`config.mk`:
```
export PLATFORM = sky130hd
export DESIGN_NAME = lsu_sequencer
export DESIGN_NICKNAME = d
export VERILOG_FILES = /design/src/rtl/lsu_pkg.sv /design/src/rtl/lsu_align.sv /design/src/rtl/lsu_sequencer.sv
export SDC_FILE = /design/constraint.sdc
export NUM_CORES = 1
export LEC_CHECK = 0
export ABC_AREA = 1
export CORE_ASPECT_RATIO = 1.1
export CORE_UTILIZATION = 54
export DETAILED_ROUTE_END_ITERATION = 6
export PLACE_DENSITY = 0.88
export SLEW_MARGIN = 40
export SYNTH_ARGS = -nofsm -noshare
export SYNTH_HDL_FRONTEND = slang
export SYNTH_SLANG_ARGS = --single-unit
```
`constraint.sdc`:
```
create_clock -name i_clk -period 8.36 [get_ports i_clk]
set_clock_uncertainty 0.1 [all_clocks]
set_input_delay 2.508 -clock i_clk [delete_from_list [all_inputs] [get_ports i_clk]]
set_output_delay 2.508 -clock i_clk [all_outputs]
set_load 0.02 [all_outputs]
```
`src/rtl/lsu_pkg.sv`:
```
// rtl/lsu_pkg.sv - shared types and encodings for the load/store sequencer
package lsu_pkg;

  typedef enum logic [1:0] {
    ST_IDLE  = 2'd0,
    ST_BEAT0 = 2'd1,
    ST_BEAT1 = 2'd2,
    ST_DONE  = 2'd3
  } lsu_state_e;

  localparam int LANE_W = 8;
  localparam int OFF_W  = 2;
  localparam int CNT_W  = 16;

  localparam logic [3:0] MASK_B = 4'b0001;
  localparam logic [3:0] MASK_H = 4'b0011;
  localparam logic [3:0] MASK_W = 4'b1111;
  localparam int MASK_UNSIGNED_BIT = 4;

endpackage

```
`src/rtl/lsu_align.sv`:
```
// rtl/lsu_align.sv - lane shifting, store alignment and load extraction/extension
module lsu_align
  import lsu_pkg::*;
(
  input  logic [OFF_W-1:0]  off_i,
  input  logic [4:0]        mask_i,
  input  logic [31:0]       wdata_i,
  input  logic [63:0]       buf_i,
  output logic [LANE_W-1:0] lanes_o,
  output logic [63:0]       data_o,
  output logic [31:0]       ld_data_o
);

  logic [63:0] shifted;
  logic        unsigned_ld;

  assign unsigned_ld = mask_i[MASK_UNSIGNED_BIT];

  always_comb begin
    lanes_o   = {4'b0000, mask_i[3:0]} << off_i;
    data_o    = {32'h0, wdata_i} << {off_i, 3'b000};
    shifted   = buf_i >> {off_i, 3'b000};
    ld_data_o = shifted[31:0];
    case (mask_i[3:0])
      MASK_B:  ld_data_o = unsigned_ld ? {24'h0, shifted[7:0]}
                                       : {{24{shifted[7]}}, shifted[7:0]};
      MASK_H:  ld_data_o = unsigned_ld ? {16'h0, shifted[15:0]}
                                       : {{16{shifted[15]}}, shifted[15:0]};
      default: ld_data_o = shifted[31:0];
    endcase
  end

endmodule

```
`src/rtl/lsu_sequencer.sv`:
```
// rtl/lsu_sequencer.sv - splits a load/store into one or two word beats with timeout
module lsu_sequencer
  import lsu_pkg::*;
#(
  parameter int TIMEOUT_CYCLES = 255
) (
  input  logic        i_clk,
  input  logic        i_reset,
  input  logic        i_req_valid,
  input  logic        i_req_we,
  input  logic [31:0] i_req_addr,
  input  logic [31:0] i_req_wdata,
  input  logic [4:0]  i_req_mask,
  output logic        o_stall,
  output logic        o_done,
  output logic        o_err,
  output logic [31:0] o_ld_data,
  output logic        o_mem_req,
  output logic        o_mem_we,
  output logic [31:0] o_mem_addr,
  output logic [31:0] o_mem_wdata,
  output logic [3:0]  o_mem_bmask,
  input  logic        i_mem_ack,
  input  logic [31:0] i_mem_rdata
);

  localparam logic [CNT_W-1:0] TMO_L = CNT_W'(TIMEOUT_CYCLES);

  lsu_state_e        state_q, state_d;
  logic [31:0]       addr_q, addr_d;
  logic [31:0]       wdata_q, wdata_d;
  logic [4:0]        mask_q, mask_d;
  logic              we_q, we_d;
  logic              mem_req_q, mem_req_d;
  logic [CNT_W-1:0]  cnt_q, cnt_d;
  logic [63:0]       buf_q, buf_d;
  logic              err_q, err_d;

  logic [LANE_W-1:0] lanes;
  logic [63:0]       data64;
  logic [31:0]       ld_ext;
  logic              req_hit, acked, tmo, in_beat;
  logic [31:0]       beat0_addr;

  lsu_align u_align (
    .off_i     (addr_q[OFF_W-1:0]),
    .mask_i    (mask_q),
    .wdata_i   (wdata_q),
    .buf_i     (buf_q),
    .lanes_o   (lanes),
    .data_o    (data64),
    .ld_data_o (ld_ext)
  );

  assign req_hit    = i_req_valid && (i_req_mask[3:0] != 4'b0000);
  assign acked      = mem_req_q && i_mem_ack;
  // Ack on the final counted cycle wins over the timeout.
  assign tmo        = mem_req_q && !i_mem_ack && ((cnt_q + 1'b1) == TMO_L);
  assign in_beat    = (state_q == ST_BEAT0) || (state_q == ST_BEAT1);
  assign beat0_addr = {addr_q[31:2], 2'b00};

  always_comb begin
    state_d   = state_q;
    addr_d    = addr_q;
    wdata_d   = wdata_q;
    mask_d    = mask_q;
    we_d      = we_q;
    mem_req_d = mem_req_q;
    cnt_d     = cnt_q;
    buf_d     = buf_q;
    err_d     = err_q;
    case (state_q)
      ST_IDLE: begin
        if (req_hit) begin
          addr_d    = i_req_addr;
          wdata_d   = i_req_wdata;
          mask_d    = i_req_mask;
          we_d      = i_req_we;
          mem_req_d = 1'b1;
          cnt_d     = '0;
          buf_d     = '0;
          err_d     = 1'b0;
          state_d   = ST_BEAT0;
        end
      end
      ST_BEAT0: begin
        if (acked) begin
          buf_d[31:0] = i_mem_rdata;
          cnt_d       = '0;
          if (lanes[7:4] != 4'b0000) begin
            state_d = ST_BEAT1;
          end else begin
            mem_req_d = 1'b0;
            state_d   = ST_DONE;
          end
        end else if (tmo) begin
          mem_req_d = 1'b0;
          err_d     = 1'b1;
          state_d   = ST_DONE;
        end else begin
          cnt_d = cnt_q + 1'b1;
        end
      end
      ST_BEAT1: begin
        if (acked) begin
          buf_d[63:32] = i_mem_rdata;
          mem_req_d    = 1'b0;
          state_d      = ST_DONE;
        end else if (tmo) begin
          mem_req_d = 1'b0;
          err_d     = 1'b1;
          state_d   = ST_DONE;
        end else begin
          cnt_d = cnt_q + 1'b1;
        end
      end
      default: state_d = ST_IDLE;
    endcase
  end

  always_ff @(posedge i_clk) begin
    if (i_reset) begin
      state_q   <= ST_IDLE;
      addr_q    <= '0;
      wdata_q   <= '0;
      mask_q    <= '0;
      we_q      <= 1'b0;
      mem_req_q <= 1'b0;
      cnt_q     <= '0;
      buf_q     <= '0;
      err_q     <= 1'b0;
    end else begin
      state_q   <= state_d;
      addr_q    <= addr_d;
      wdata_q   <= wdata_d;
      mask_q    <= mask_d;
      we_q      <= we_d;
      mem_req_q <= mem_req_d;
      cnt_q     <= cnt_d;
      buf_q     <= buf_d;
      err_q     <= err_d;
    end
  end

  assign o_stall     = !i_reset && (in_beat || ((state_q == ST_IDLE) && req_hit));
  assign o_done      = (state_q == ST_DONE);
  assign o_err       = o_done && err_q;
  assign o_ld_data   = (o_done && !we_q && !err_q) ? ld_ext : 32'h0;
  assign o_mem_req   = mem_req_q;
  assign o_mem_we    = in_beat && we_q;
  assign o_mem_addr  = (state_q == ST_BEAT0) ? beat0_addr :
                       (state_q == ST_BEAT1) ? beat0_addr + 32'd4 : 32'h0;
  assign o_mem_bmask = (state_q == ST_BEAT0) ? lanes[3:0] :
                       (state_q == ST_BEAT1) ? lanes[7:4] : 4'h0;
  assign o_mem_wdata = (state_q == ST_BEAT0) ? data64[31:0] :
                       (state_q == ST_BEAT1) ? data64[63:32] : 32'h0;

endmodule

```
==> summary.md, run 1 <==
The flow ran to the end, and the final reports show no timing, DRC or antenna violations. For the overall track demand over capacity in global routing, the log shows 32.75%. Post-CTS repair changed the size of 0 cells. The buffer count from post-CTS setup fixing came out at 0. After synthesis the cells add up to 0.008698 mm².

The number of inserted filler cells in the final layout was 1331. The H-tree generated during clock tree synthesis spans 4 levels. Slew at the pin closest to its max-slew limit: 808.3 ps. The total wirelength of the detailed-routed design was 27.01 mm; the final count of pins violating max slew was 0. For the worst-skew pair, the clock arrives at the later sink with an insertion delay of 430 ps. The wire length of the first global-routing pass is 43.04 mm. The critical path goes through clkdlybuf4s50_1 -> nor3_1 -> nand2_1 -> nand2_1 -> nor2_4 -> clkinv_2 -> a21oi_1 -> clkdlybuf4s50_1.

The starting DRC count in detailed routing came out at 1030. The worst hold path begins at buf_q[1]. The post-route netlist has 5.135% of its cells at a drive strength greater than 1.

For this run, asynchronously set or reset flops after synthesis account for 0%. In the final routed layout, each cell accounts on average for 15.70 µm. Compared with the post-synthesis result, the final layout area differs by 31.17%. The count of final hold-check violations was 0; the post-route clock period utilization was 86.96%.

Static timing analysis puts the maximum clock frequency at 137.6 MHz. The worst setup path is launched from a primary input. Setup repair after global routing left no endpoint under its margin. The number of instances in the synthesized netlist was 1360; the remaining global-route overflow was 0. The critical path required time came out at 5750 ps. TritonCTS built the clock tree.

In the routed layout, each cell is associated on average with a via count of 5.823. The number of buffers on the longest clock path came out at 2. The tools report the length of routed met3 wiring as 2.239 mm. The initial antenna violation count is 1, and the die area is 0.01662 mm². For this design, the CTS-stage hold fixing added 0 buffers.

Among all stages on the critical path, the largest delay is contributed by sky130_fd_sc_hd__clkdlybuf4s50_1. STA classifies the critical path endpoint as an output port. The tools report the leakage power of the design as 0.004030 µW. The tools report the destination of the worst hold path as buf_q[1]. Buffers placed on the I/O ports in this run total 208. The number of cells on the worst reg-to-reg path is 10. The count of clock tree sinks is 146, and the largest net degree at the start of global routing is 115.

The number of violations of the max-capacitance limit is 0, and the number of stages on the worst hold path is 2. The tools report the clock tree root buffer cell as sky130_fd_sc_hd__clkbuf_16. The number of nets with antenna violations after routing is 0, and the peak supply drop is 0.1336 mV. Signal routing reaches up to met4. The via count was 10016; the cell row count was 48. The Yosys step of the flow raised 0 warnings.

The number of different library cells in the post-synthesis netlist was 45. TritonCTS created 17 clock buffers. The met1 routed wirelength after detailed routing was 11.36 mm. The worst register-to-register path has a setup slack of 5340 ps. Total power for the finished layout comes to 2203 µW. In the synthesized netlist the dominant register cell turns out to be sky130_fd_sc_hd__dfxtp_1. Final number of setup-violating endpoints: 0. The average instance in the mapped netlist occupies 6.396 µm². After the last flow step, the layout net total stands at 1621. The logs give 0.9353 for the final estimated routing congestion in global placement and 55.28% for the starting utilization of the core area. Setup total negative slack on the finished layout was measured at 0 ps. After detailed routing, the number of remaining DRC violations is 0. For this run, the slowest stage of the critical path takes 610 ps. The setup path with the least slack is of type in -> out. The number of global-route vias before repair was 9027; the top-level port count was 211.

The number of flops mapped to enable cells by yosys was 0. Synthesis inferred 146 register bits. The smallest clock period supported by the final layout is computed as 7270 ps. For this run, the detailed router's first-pass iteration total came to 6.

The y dimension of the die works out to 135.1 µm. In this run the critical register-to-register path is captured at buf_q[49]. Wire segments on met2 add up to 12.00 mm in the final route. The clock-pin slew on the worst setup and hold paths is 60 ps, and the share of the core filled with cells in the final layout is 72.51%. The path class of the tightest hold or removal check is reg -> reg. Detailed placement ended at an HPWL of 18.36 mm. Measured against its own limit, the worst slew margin works out to 46.11%. STA puts the critical path data arrival time at 4660 ps.

The largest driver fanout on the critical path came out at 27. The startpoint of the worst register-to-register path was state_q[0]. The cell area power density is 193.1 mW/mm², and the placeable core area is 0.01574 mm².

The sequential-to-total area share from yosys stat is 33.60%. The die is 123.0 µm wide.
flip-flops by register name, summed over array words and instances (netlist names):
signal / cells
wdata_q: 32
err_q: 1
mask_q: 5
buf_q: 56
we_q: 1
state_q: 2
cnt_q: 16
addr_q: 32
o_mem_req: 1
kinds of logic after synthesis:
family,share of synthesized area (%)
simple gates,26.09
compound gates,28.38
buf+inv,10.23
flops,33.60
fa+ha+maj,1.151
xor+xnor,0.5034
other cells,0.04311
how the worst max path moves through the flow:
stage,startpoint,endpoint,slack [ps],cells past startpoint
3_5_place_dp,i_req_mask[3],o_stall,1070,8
2_1_floorplan,i_req_mask[0],o_stall,1890,8
5_1_grt,i_req_mask[1],o_stall,930,8
6_report,i_req_mask[3],o_stall,1090,8
3_3_place_gp,i_req_mask[3],o_stall,840,8
4_1_cts,i_req_mask[3],o_stall,1060,8
per-stage QoR:
| stage | hold WS [ps] | cells | instance area, µm² | worst slack [ps] |
|---|---|---|---|---|
| after global placement | 352.8 | 1688 | 10730 | 842.0 |
| after global routing | 390.6 | 1720 | 11410 | 933.7 |
| final | 364.1 | 1720 | 11410 | 1090 |
| after detailed placement | 355.8 | 1688 | 10750 | 1071 |
| after CTS | 364.5 | 1719 | 11400 | 1064 |
| after floorplan | 343.7 | 1361 | 8702 | 1885 |
Yosys cell counts (4+ instances only):
library cell | n | area (µm²)
sky130_fd_sc_hd__nand2_2 | 4 | 25.02
sky130_fd_sc_hd__nor4_1 | 7 | 43.79
sky130_fd_sc_hd__o221ai_1 | 9 | 78.83
sky130_fd_sc_hd__inv_2 | 5 | 18.77
sky130_fd_sc_hd__nor2_1 | 109 | 409.1
sky130_fd_sc_hd__nand3_1 | 66 | 330.3
sky130_fd_sc_hd__clkbuf_1 | 62 | 232.7
sky130_fd_sc_hd__dfxtp_1 | 146 | 2923
sky130_fd_sc_hd__o22ai_1 | 19 | 118.9
sky130_fd_sc_hd__nor3_1 | 13 | 65.06
sky130_fd_sc_hd__nand4_1 | 22 | 137.6
sky130_fd_sc_hd__nand2_1 | 271 | 1017
sky130_fd_sc_hd__o21ai_0 | 200 | 1001
sky130_fd_sc_hd__o211ai_1 | 14 | 105.1
sky130_fd_sc_hd__nor2_2 | 9 | 56.30
sky130_fd_sc_hd__nor2_4 | 4 | 45.04
sky130_fd_sc_hd__a211oi_1 | 24 | 180.2
sky130_fd_sc_hd__inv_1 | 131 | 491.7
sky130_fd_sc_hd__buf_1 | 4 | 15.01
sky130_fd_sc_hd__buf_2 | 19 | 95.09
sky130_fd_sc_hd__a21oi_1 | 165 | 825.8
sky130_fd_sc_hd__xor2_1 | 4 | 35.03
sky130_fd_sc_hd__a31oi_1 | 9 | 56.30
sky130_fd_sc_hd__ha_1 | 8 | 100.1
worst max-delay path: cells and delay by family:
family	cells	cell delay, ps
buffers and inverters	3	1240
and+or+nand+nor	4	760
AOI/OAI and AO/OA	1	150
where the power goes:
part           internal, µW  leakage, µW  switching, µW  total [µW]
Sequential              761      0.00120           62.1         823
Clock                   565     0.000317            294         859
Combinational           188      0.00251            332         521
final cells by class:
class | instances | area, µm² | share of cell area (%)
clock buffers | 21 | 450.4 | 3.948
flip-flops and latches | 146 | 2928 | 25.66
diodes | 1 | 2.502 | 0.02193
well taps | 200 | 250.2 | 2.193
multi-input cells | 987 | 4910 | 43.03
repair buffers | 215 | 2133 | 18.70
inverters | 140 | 529.3 | 4.639
clock inverters | 10 | 206.4 | 1.809
routing by layer:
metal | vias up | GRT usage (%)
met5 | - | 0
met4 | 0 | 18.94
met3 | 88 | 5.574
met2 | 539 | 50.22
met1 | 4494 | 43.16
li1 | 4895 | -
cells in the final DEF (no fill, tap or decap), drive strengths merged, types with 3 or more instances in the layout:
cell | Yosys | final
a31oi | 9 | 9
xor2 | 4 | 4
o211ai | 14 | 14
dfxtp | 146 | 146
nor4 | 8 | 8
nor3 | 16 | 16
buf | 25 | 8
nor2 | 122 | 122
ha | 8 | 8
o22ai | 19 | 19
nand4 | 22 | 22
clkdlybuf4s50 | 0 | 207
nor3b | 3 | 3
a21oi | 165 | 165
clkinv | 4 | 9
inv | 136 | 134
nand3 | 70 | 70
o221ai | 9 | 9
a211oi | 25 | 25
o21ai | 204 | 204
bufinv | 0 | 6
nand2 | 275 | 275
o31ai | 3 | 3
clkbuf | 63 | 21
No activity file was read; power rests on OpenSTA's default activity.
==> run 2: changes to the inputs <==
--- a/config.mk
+++ b/config.mk
@@ -9,8 +9,10 @@
 export CORE_ASPECT_RATIO = 1.1
 export CORE_UTILIZATION = 54
 export DETAILED_ROUTE_END_ITERATION = 6
+export HOLD_SLACK_MARGIN = 0.08
 export PLACE_DENSITY = 0.88
 export SLEW_MARGIN = 40
 export SYNTH_ARGS = -nofsm -noshare
 export SYNTH_HDL_FRONTEND = slang
 export SYNTH_SLANG_ARGS = --single-unit
+export TNS_END_PERCENT = 10
==> results of run 2 <==
The final DEF is identical to that of run 1; final timing and power are the same.
